==> config.mk <==
export PLATFORM = sky130hd
export DESIGN_NAME = click_sync_tx
export DESIGN_NICKNAME = d
export VERILOG_FILES = /design/src/rtl/click_pkg.sv /design/src/rtl/sync_fifo.sv /design/src/rtl/click_sync_tx.sv
export SDC_FILE = /design/constraint.sdc
export NUM_CORES = 1
export LEC_CHECK = 0
export ABC_CLOCK_PERIOD_IN_PS = 5700
export CORE_ASPECT_RATIO = 2
export CORE_MARGIN = 4
export CORE_UTILIZATION = 58
export DETAILED_ROUTE_END_ITERATION = 8
export PLACE_DENSITY = 0.89
export SLEW_MARGIN = 20
export SYNTH_ARGS = -nofsm -noshare
export SYNTH_HDL_FRONTEND = slang
export SYNTH_SLANG_ARGS = --single-unit
export TNS_END_PERCENT = 1
==> constraint.sdc <==
create_clock -name i_clk -period 5.7 [get_ports i_clk]
set_input_delay 1.14 -clock i_clk [delete_from_list [all_inputs] [get_ports i_clk]]
set_output_delay 1.14 -clock i_clk [all_outputs]
set_load 0.01 [all_outputs]
==> src/rtl/click_pkg.sv <==
// Shared types and constants for the clocked-to-click two-phase transmitter.
package click_pkg;

  typedef enum logic [1:0] {
    IDLE  = 2'd0,
    SETUP = 2'd1,
    WAIT  = 2'd2
  } state_t;

  localparam logic CLICK_PHASE_RESET = 1'b0;

endpackage

==> src/rtl/sync_fifo.sv <==
// Single-clock FIFO with registered occupancy; full/empty come from the count.
module sync_fifo #(
  parameter int DWIDTH = 8,
  parameter int DEPTH  = 4
) (
  input  logic                     i_clk,
  input  logic                     i_rst,
  input  logic                     i_push,
  input  logic [DWIDTH-1:0]        i_data,
  input  logic                     i_pop,
  output logic [DWIDTH-1:0]        o_data,
  output logic                     o_full,
  output logic                     o_empty,
  output logic [$clog2(DEPTH):0]   o_count
);

  localparam int AW = $clog2(DEPTH);

  logic [DWIDTH-1:0] r_mem [DEPTH];
  logic [AW-1:0]     r_wr_ptr;
  logic [AW-1:0]     r_rd_ptr;
  logic [AW:0]       r_count;
  logic              w_push;
  logic              w_pop;

  assign o_full  = (r_count == (AW+1)'(DEPTH));
  assign o_empty = (r_count == '0);
  assign o_count = r_count;
  assign o_data  = r_mem[r_rd_ptr];

  // Guarding here keeps overflow/underflow impossible regardless of the caller.
  assign w_push = i_push && !o_full;
  assign w_pop  = i_pop && !o_empty;

  always_ff @(posedge i_clk) begin
    if (w_push) r_mem[r_wr_ptr] <= i_data;
  end

  always_ff @(posedge i_clk or posedge i_rst) begin
    if (i_rst) begin
      r_wr_ptr <= '0;
      r_rd_ptr <= '0;
      r_count  <= '0;
    end else begin
      if (w_push) r_wr_ptr <= r_wr_ptr + 1'b1;
      if (w_pop)  r_rd_ptr <= r_rd_ptr + 1'b1;
      case ({w_push, w_pop})
        2'b10:   r_count <= r_count + 1'b1;
        2'b01:   r_count <= r_count - 1'b1;
        default: r_count <= r_count;
      endcase
    end
  end

endmodule

==> src/rtl/click_sync_tx.sv <==
// Two-phase bundled-data transmitter feeding a click element from a clocked,
// valid/ready source; the returning acknowledge is synchronised before use.
module click_sync_tx
  import click_pkg::*;
#(
  parameter int DWIDTH      = 8,
  parameter int DEPTH       = 4,
  parameter int SYNC_STAGES = 2
) (
  input  logic                   i_clk,
  input  logic                   i_rst,
  input  logic                   i_valid,
  output logic                   o_ready,
  input  logic [DWIDTH-1:0]      i_data,
  output logic                   o_req,
  output logic [DWIDTH-1:0]      o_data,
  input  logic                   i_ack,
  output logic                   o_busy,
  output logic [$clog2(DEPTH):0] o_count
);

  state_t                 r_state;
  state_t                 w_state_nxt;
  logic                   r_req;
  logic [DWIDTH-1:0]      r_data;
  logic [SYNC_STAGES-1:0] r_ack_sync;
  logic                   w_ack_s;
  logic                   w_full;
  logic                   w_empty;
  logic                   w_push;
  logic                   w_pop;
  logic                   w_toggle;
  logic [DWIDTH-1:0]      w_head;

  assign w_push  = i_valid && !w_full;
  assign w_ack_s = r_ack_sync[SYNC_STAGES-1];

  sync_fifo #(
    .DWIDTH (DWIDTH),
    .DEPTH  (DEPTH)
  ) u_fifo (
    .i_clk   (i_clk),
    .i_rst   (i_rst),
    .i_push  (w_push),
    .i_data  (i_data),
    .i_pop   (w_pop),
    .o_data  (w_head),
    .o_full  (w_full),
    .o_empty (w_empty),
    .o_count (o_count)
  );

  always_ff @(posedge i_clk or posedge i_rst) begin
    if (i_rst) r_ack_sync <= '0;
    else       r_ack_sync <= {r_ack_sync[SYNC_STAGES-2:0], i_ack};
  end

  // Emptiness is judged on the registered count, so a same-cycle push is never popped.
  always_comb begin
    w_state_nxt = r_state;
    w_pop       = 1'b0;
    w_toggle    = 1'b0;
    case (r_state)
      IDLE: begin
        if (!w_empty) begin
          w_pop       = 1'b1;
          w_state_nxt = SETUP;
        end
      end
      SETUP: begin
        w_toggle    = 1'b1;
        w_state_nxt = WAIT;
      end
      WAIT: begin
        if (w_ack_s == r_req) begin
          if (!w_empty) begin
            w_pop       = 1'b1;
            w_state_nxt = SETUP;
          end else begin
            w_state_nxt = IDLE;
          end
        end
      end
      default: w_state_nxt = IDLE;
    endcase
  end

  always_ff @(posedge i_clk or posedge i_rst) begin
    if (i_rst) begin
      r_state <= IDLE;
      r_req   <= CLICK_PHASE_RESET;
      r_data  <= '0;
    end else begin
      r_state <= w_state_nxt;
      if (w_toggle) r_req  <= ~r_req;
      if (w_pop)    r_data <= w_head;
    end
  end

  assign o_req   = r_req;
  assign o_data  = r_data;
  assign o_ready = !w_full;
  assign o_busy  = (r_state != IDLE) || !w_empty;

endmodule

==> qor.yml, run 1 <==
dpl.hpwl_um: 2450
r2r-start: "u_fifo.o_count[0]$_DFFE_PP0P_"
finalMaxSlewViolations: 0
worst_ir_drop_vdd_uv: 385
gp_congestion: 0.735
period_needed_ns: 3.09
synthCells: 110
post-cts-setup-buffers: 0
endpoint: "o_busy"
cts_buffer_depth: 2
final_common_cell: "edfxtp_1"
yosysSeqAreaShare: 0.697
clk-insertion-delay-late_ns: 0.30
design_area_um2: 2470
layout_common_cells: "32 x edfxtp_1, 25 x clkdlybuf4s50_1, 20 x dfrtp_1, 9 x mux2_2, 8 x inv_1"
syn_nets: 128
synthesis.area_um2: 2100
worst_slew_pin_slew_ns: 0.755
max_freq_mhz: 323
slew-limit-headroom: 0.496
rows: 30
critPathKind: "reg -> out"
wl_per_cell_um: 17.1
yosys_warnings: 0
finalHoldViolCount: 0
synth-adder-area-share: 0.0394
ctsRootBufferMaster: "clkbuf_8"
leakagePower_nw: 0.951
reg2reg_setup_slack_ns: 3.38
initial_core_util: 0.607
dieArea_um2: 4700
syn_area_per_cell_um2: 19.1
skew_ns: 0.00528
setup_ws_ns: 2.61
dieHeight_um: 93.0
drt_iter0_drc: 27
place_inst: 181
post-route-util: 0.714
cp-start-kind: "register"
synth-simple-area-share: 0.0316
portBuffers: 25
cts_tree: "built"
ant_nets: 0
drive_above_1_share: 0.135
io_pins: 26
cts.htree.levels: 2
cts_buffers: 5
crit_path_end_kind: "output port"
fin_nets: 158
syn_to_final_growth_pct: 17.7
core-area_um2: 3450
num_vias: 1035
critPathMaxFanout: 5
ctsResizeCount: 0
synth_top_family_by_area: "multiplexers"
synth_compound_area_frac: 0.0197
maxCapViolations: 0
num_antenna_cells: 0
grt_max_degree: 21
crit_start: "u_fifo.o_count[0]$_DFFE_PP0P_"
synth_mux_area_frac: 0.152
reg2reg_depth: 9
rr_endpoint: "u_fifo.o_count[2]$_DFFE_PP0P_"
ys_ff_latch: 52
clk_pin_slew_ns: 0.08
via_per_inst: 5.48
required_ns: 4.56
finalCritPeriodShare: 0.543
hold_path_class: "reg -> reg"
cp.arrival_ns: 1.95
hold_slack_ns: 0.361
dr.pass1.iters: 4
die_w_um: 50.5
placed_area_um2: 2380
p_per_area_nw_per_um2: 525
gr-total-overflow: 0
grt_pass1_wl_um: 5440
clock_sinks: 52
grt_usage: 0.159
setup_tns_ns: 0
rsz0062_at_grt: "false"
totalPowerFinal_mw: 1.29
drc: 0
outcome: "complete, no violations"
drt_wl_total_um: 3220
final-setup-viol-count: 0
synth_cell_types: 23
stdcell_count: 189
cts_hold_buf: 0
antenna_found_initial: 0
dp_slack_ns: 2.72
grt_pass1_vias: 1146
synth-xor-area-share: 0.0334
## cell usage after synthesis (all sizes together)
master	instances	share of area
xor2	4	0.017
and3	4	0.012
nand2b	1	0.0030
a211oi	2	0.013
dfrtp	20	0.24
a2111oi	1	0.0042
xnor2	4	0.017
mux4	8	0.098
nand2	2	0.0036
o21ai	1	0.0024
and2	1	0.0030
clkbuf	2	0.013
nor2	2	0.0036
fa	1	0.0095
nor3	1	0.0024
ha	5	0.030
or3b	1	0.0042
mux2	9	0.048
edfxtp	32	0.46
mux2i	1	0.0048
inv	8	0.014
## power breakdown
group | switching, mW | internal [mW]
sequential | 0.0893 | 0.524
combinational | 0.204 | 0.278
clock | 0.113 | 0.0856
total | 0.407 | 0.888
## area by class of cell
type / count / area (um2)
clock buffers: 5 / 68.8
multi-input cells: 48 / 578
well taps: 48 / 60.1
flip-flops and latches: 52 / 1460
clock inverters: 3 / 18.8
repair buffers: 25 / 250
fillers: 241 / 986
inverters: 8 / 30.0
## worst min path at each step
stage               cells past startpoint                       to                     from
floorplan                               0  r_ack_sync[1]$_DFF_PP0_  r_ack_sync[0]$_DFF_PP0_
global placement                        0  r_ack_sync[1]$_DFF_PP0_  r_ack_sync[0]$_DFF_PP0_
detailed placement                      0  r_ack_sync[1]$_DFF_PP0_  r_ack_sync[0]$_DFF_PP0_
CTS                                     0  r_ack_sync[1]$_DFF_PP0_  r_ack_sync[0]$_DFF_PP0_
global route                            0  r_ack_sync[1]$_DFF_PP0_  r_ack_sync[0]$_DFF_PP0_
finish                                  0  r_ack_sync[1]$_DFF_PP0_  r_ack_sync[0]$_DFF_PP0_
## critical path, stage by stage, from the launching register on
cell,delay (ns)
dfrtp_1,0.44
nor3_1,0.58
nand2_1,0.13
clkdlybuf4s50_1,0.52
## flip-flops by register name, summed over array words and instances, names as in the netlist
signal and cells:
o_data 8, o_req 1, r_ack_sync 2, r_state 2
u_fifo.o_count 3, u_fifo.r_mem 32, u_fifo.r_rd_ptr 2, u_fifo.r_wr_ptr 2
## routing by layer
metal / wire, um / global-route usage / vias to the layer above
li1: - / - / 473
met1: 1190 / 0.177 / 534
met2: 1880 / 0.287 / 24
met3: 101 / 0.0319 / 4
met4: 56 / 0.0674 / 0
met5: 0 / 0 / -
## cells by family (layout without fill, tap and decap cells)
logic type               after synthesis  count (layout)
flip-flops                            52              52
multiplexers                          18              18
AND/OR/NAND/NOR                       12              12
buffers and inverters                 10              41
XOR/XNOR                               8               8
adder cells (fa/ha/maj)                6               6
AO/OA/AOI/OAI                          4               4
No activity file was read; power rests on OpenSTA's default activity.
==> run 2, diff against run 1 <==
ABC_CLOCK_PERIOD_IN_PS = 2730   (was 5700)
CORE_UTILIZATION = 49   (was 58)
PLACE_DENSITY = 0.81   (was 0.89)
clock period = 2.73 ns   (was 5.7 ns; I/O delays follow)
==> qor.yml, run 2 (synthesis results as in run 1) <==
outcome: "complete, no violations"
critPathKind: "reg -> out"
gp_congestion: 0.768
cts_buffers: 5
stdcell_count: 193
cp.arrival_ns: 1.89
reg2reg_setup_slack_ns: 0.42
final-setup-viol-count: 0
dieHeight_um: 101
antenna_found_initial: 0
rows: 33
maxCapViolations: 0
wl_per_cell_um: 16.3
max_freq_mhz: 410
cts_tree: "built"
reg2reg_depth: 9
hold_slack_ns: 0.372
layout_common_cells: "32 x edfxtp_1, 25 x clkdlybuf4s50_1, 20 x dfrtp_1, 9 x mux2_2, 8 x inv_1"
dpl.hpwl_um: 2390
leakagePower_nw: 0.945
initial_core_util: 0.508
clk_pin_slew_ns: 0.08
ctsRootBufferMaster: "clkbuf_8"
drt_iter0_drc: 5
core-area_um2: 4130
required_ns: 2.18
placed_area_um2: 2380
worst_ir_drop_vdd_uv: 559
final_common_cell: "edfxtp_1"
fin_nets: 158
drt_wl_total_um: 3140
top_layer_used: "met4"
design_area_um2: 2470
cts_hold_buf: 0
drc: 0
worst_slew_pin_slew_ns: 0.767
clock_sinks: 52
rr_endpoint: "u_fifo.o_count[2]$_DFFE_PP0P_"
skew_ns: 0.00630
clk-insertion-delay-late_ns: 0.29
num_vias: 1009
via_per_inst: 5.23
portBuffers: 25
endpoint: "o_busy"
largest_reg_flops: 32
critPathMaxFanout: 5
grt_usage: 0.138
setup_tns_ns: 0
finalHoldViolCount: 0
crit_start: "u_fifo.o_count[0]$_DFFE_PP0P_"
grt_pass1_wl_um: 5340
met2WireLength_um: 1750
die_w_um: 54.3
regMostFlops: "u_fifo.r_mem"
drive_above_1_share: 0.128
route.met3.wl_um: 107
place_inst: 185
grt_pass1_vias: 1079
gr-total-overflow: 0
dieArea_um2: 5450
finalCritPeriodShare: 0.893
num_antenna_cells: 0
io_pins: 26
finalMaxSlewViolations: 0
cts.htree.levels: 2
slew-limit-headroom: 0.488
cp-start-kind: "register"
crit_path_end_kind: "output port"
dr.pass1.iters: 3
post-cts-setup-buffers: 0
ctsResizeCount: 0
totalPowerFinal_mw: 2.69
syn_to_final_growth_pct: 17.8
cts_buffer_depth: 2
met1_length_um: 1220
ant_nets: 0
grt_max_degree: 21
period_needed_ns: 2.44
rsz0062_at_grt: "false"
r2r-start: "u_fifo.o_count[0]$_DFFE_PP0P_"
p_per_area_nw_per_um2: 1090
hold_path_class: "reg -> reg"
run 2: changes by cell type in the layout (fill, tap and decap cells not counted), sizes merged:
cell,previous run,this run
clkinv,3,1
clkbuf,5,6
clkinvlp,0,1
run 2: power by group:
| group | internal [mW] | leakage (nW) | switching (mW) |
|---|---|---|---|
| clock | 0.179 | 0.0412 | 0.229 |
| combinational | 0.580 | 0.376 | 0.423 |
| sequential | 1.09 | 0.527 | 0.178 |
| total | 1.85 | 0.945 | 0.831 |
run 2: metrics by stage:
| step | setup WS, ns | utilization |
|---|---|---|
| 6_report | 0.291 | 0.598 |
| 3_5_place_dp | 0.343 | 0.578 |
| 5_1_grt | 0.122 | 0.598 |
| 3_3_place_gp | 0.438 | 0.578 |
| 2_1_floorplan | 0.509 | - |
| 4_1_cts | 0.246 | 0.598 |
run 2: critical path, stage by stage (launching register included):
cell and delay [ns]:
dfrtp_1 0.43, nor3_1 0.56, nand2_1 0.10, clkdlybuf4s50_1 0.51
run 2: worst min path at each step:
| stage | to | startpoint | slack (ns) | depth (start not counted) |
|---|---|---|---|---|
| 6_report | r_ack_sync[1]$_DFF_PP0_ | r_ack_sync[0]$_DFF_PP0_ | 0.37 | 0 |
| 5_1_grt | r_ack_sync[1]$_DFF_PP0_ | r_ack_sync[0]$_DFF_PP0_ | 0.39 | 0 |
| 4_1_cts | r_ack_sync[1]$_DFF_PP0_ | r_ack_sync[0]$_DFF_PP0_ | 0.38 | 0 |
| 3_5_place_dp | r_ack_sync[1]$_DFF_PP0_ | r_ack_sync[0]$_DFF_PP0_ | 0.36 | 0 |
| 3_3_place_gp | r_ack_sync[1]$_DFF_PP0_ | r_ack_sync[0]$_DFF_PP0_ | 0.33 | 0 |
| 2_1_floorplan | r_ack_sync[1]$_DFF_PP0_ | r_ack_sync[0]$_DFF_PP0_ | 0.33 | 0 |
run 2: per-layer routing:
layer | GRT usage | vias to the layer above
met4 | 0.0691 | 0
li1 | - | 475
met2 | 0.224 | 20
met3 | 0.0281 | 6
met1 | 0.169 | 508
met5 | 0 | -
run 2: layout make-up:
class,count,area [um2]
Fill cell,301,1660
Clock inverter,2,12.5
Clock buffer,6,72.6
Tap cell,52,65.1
Inverter,8,30.0
Sequential cell,52,1460
Timing Repair Buffer,25,250
Multi-Input combinational cell,48,578
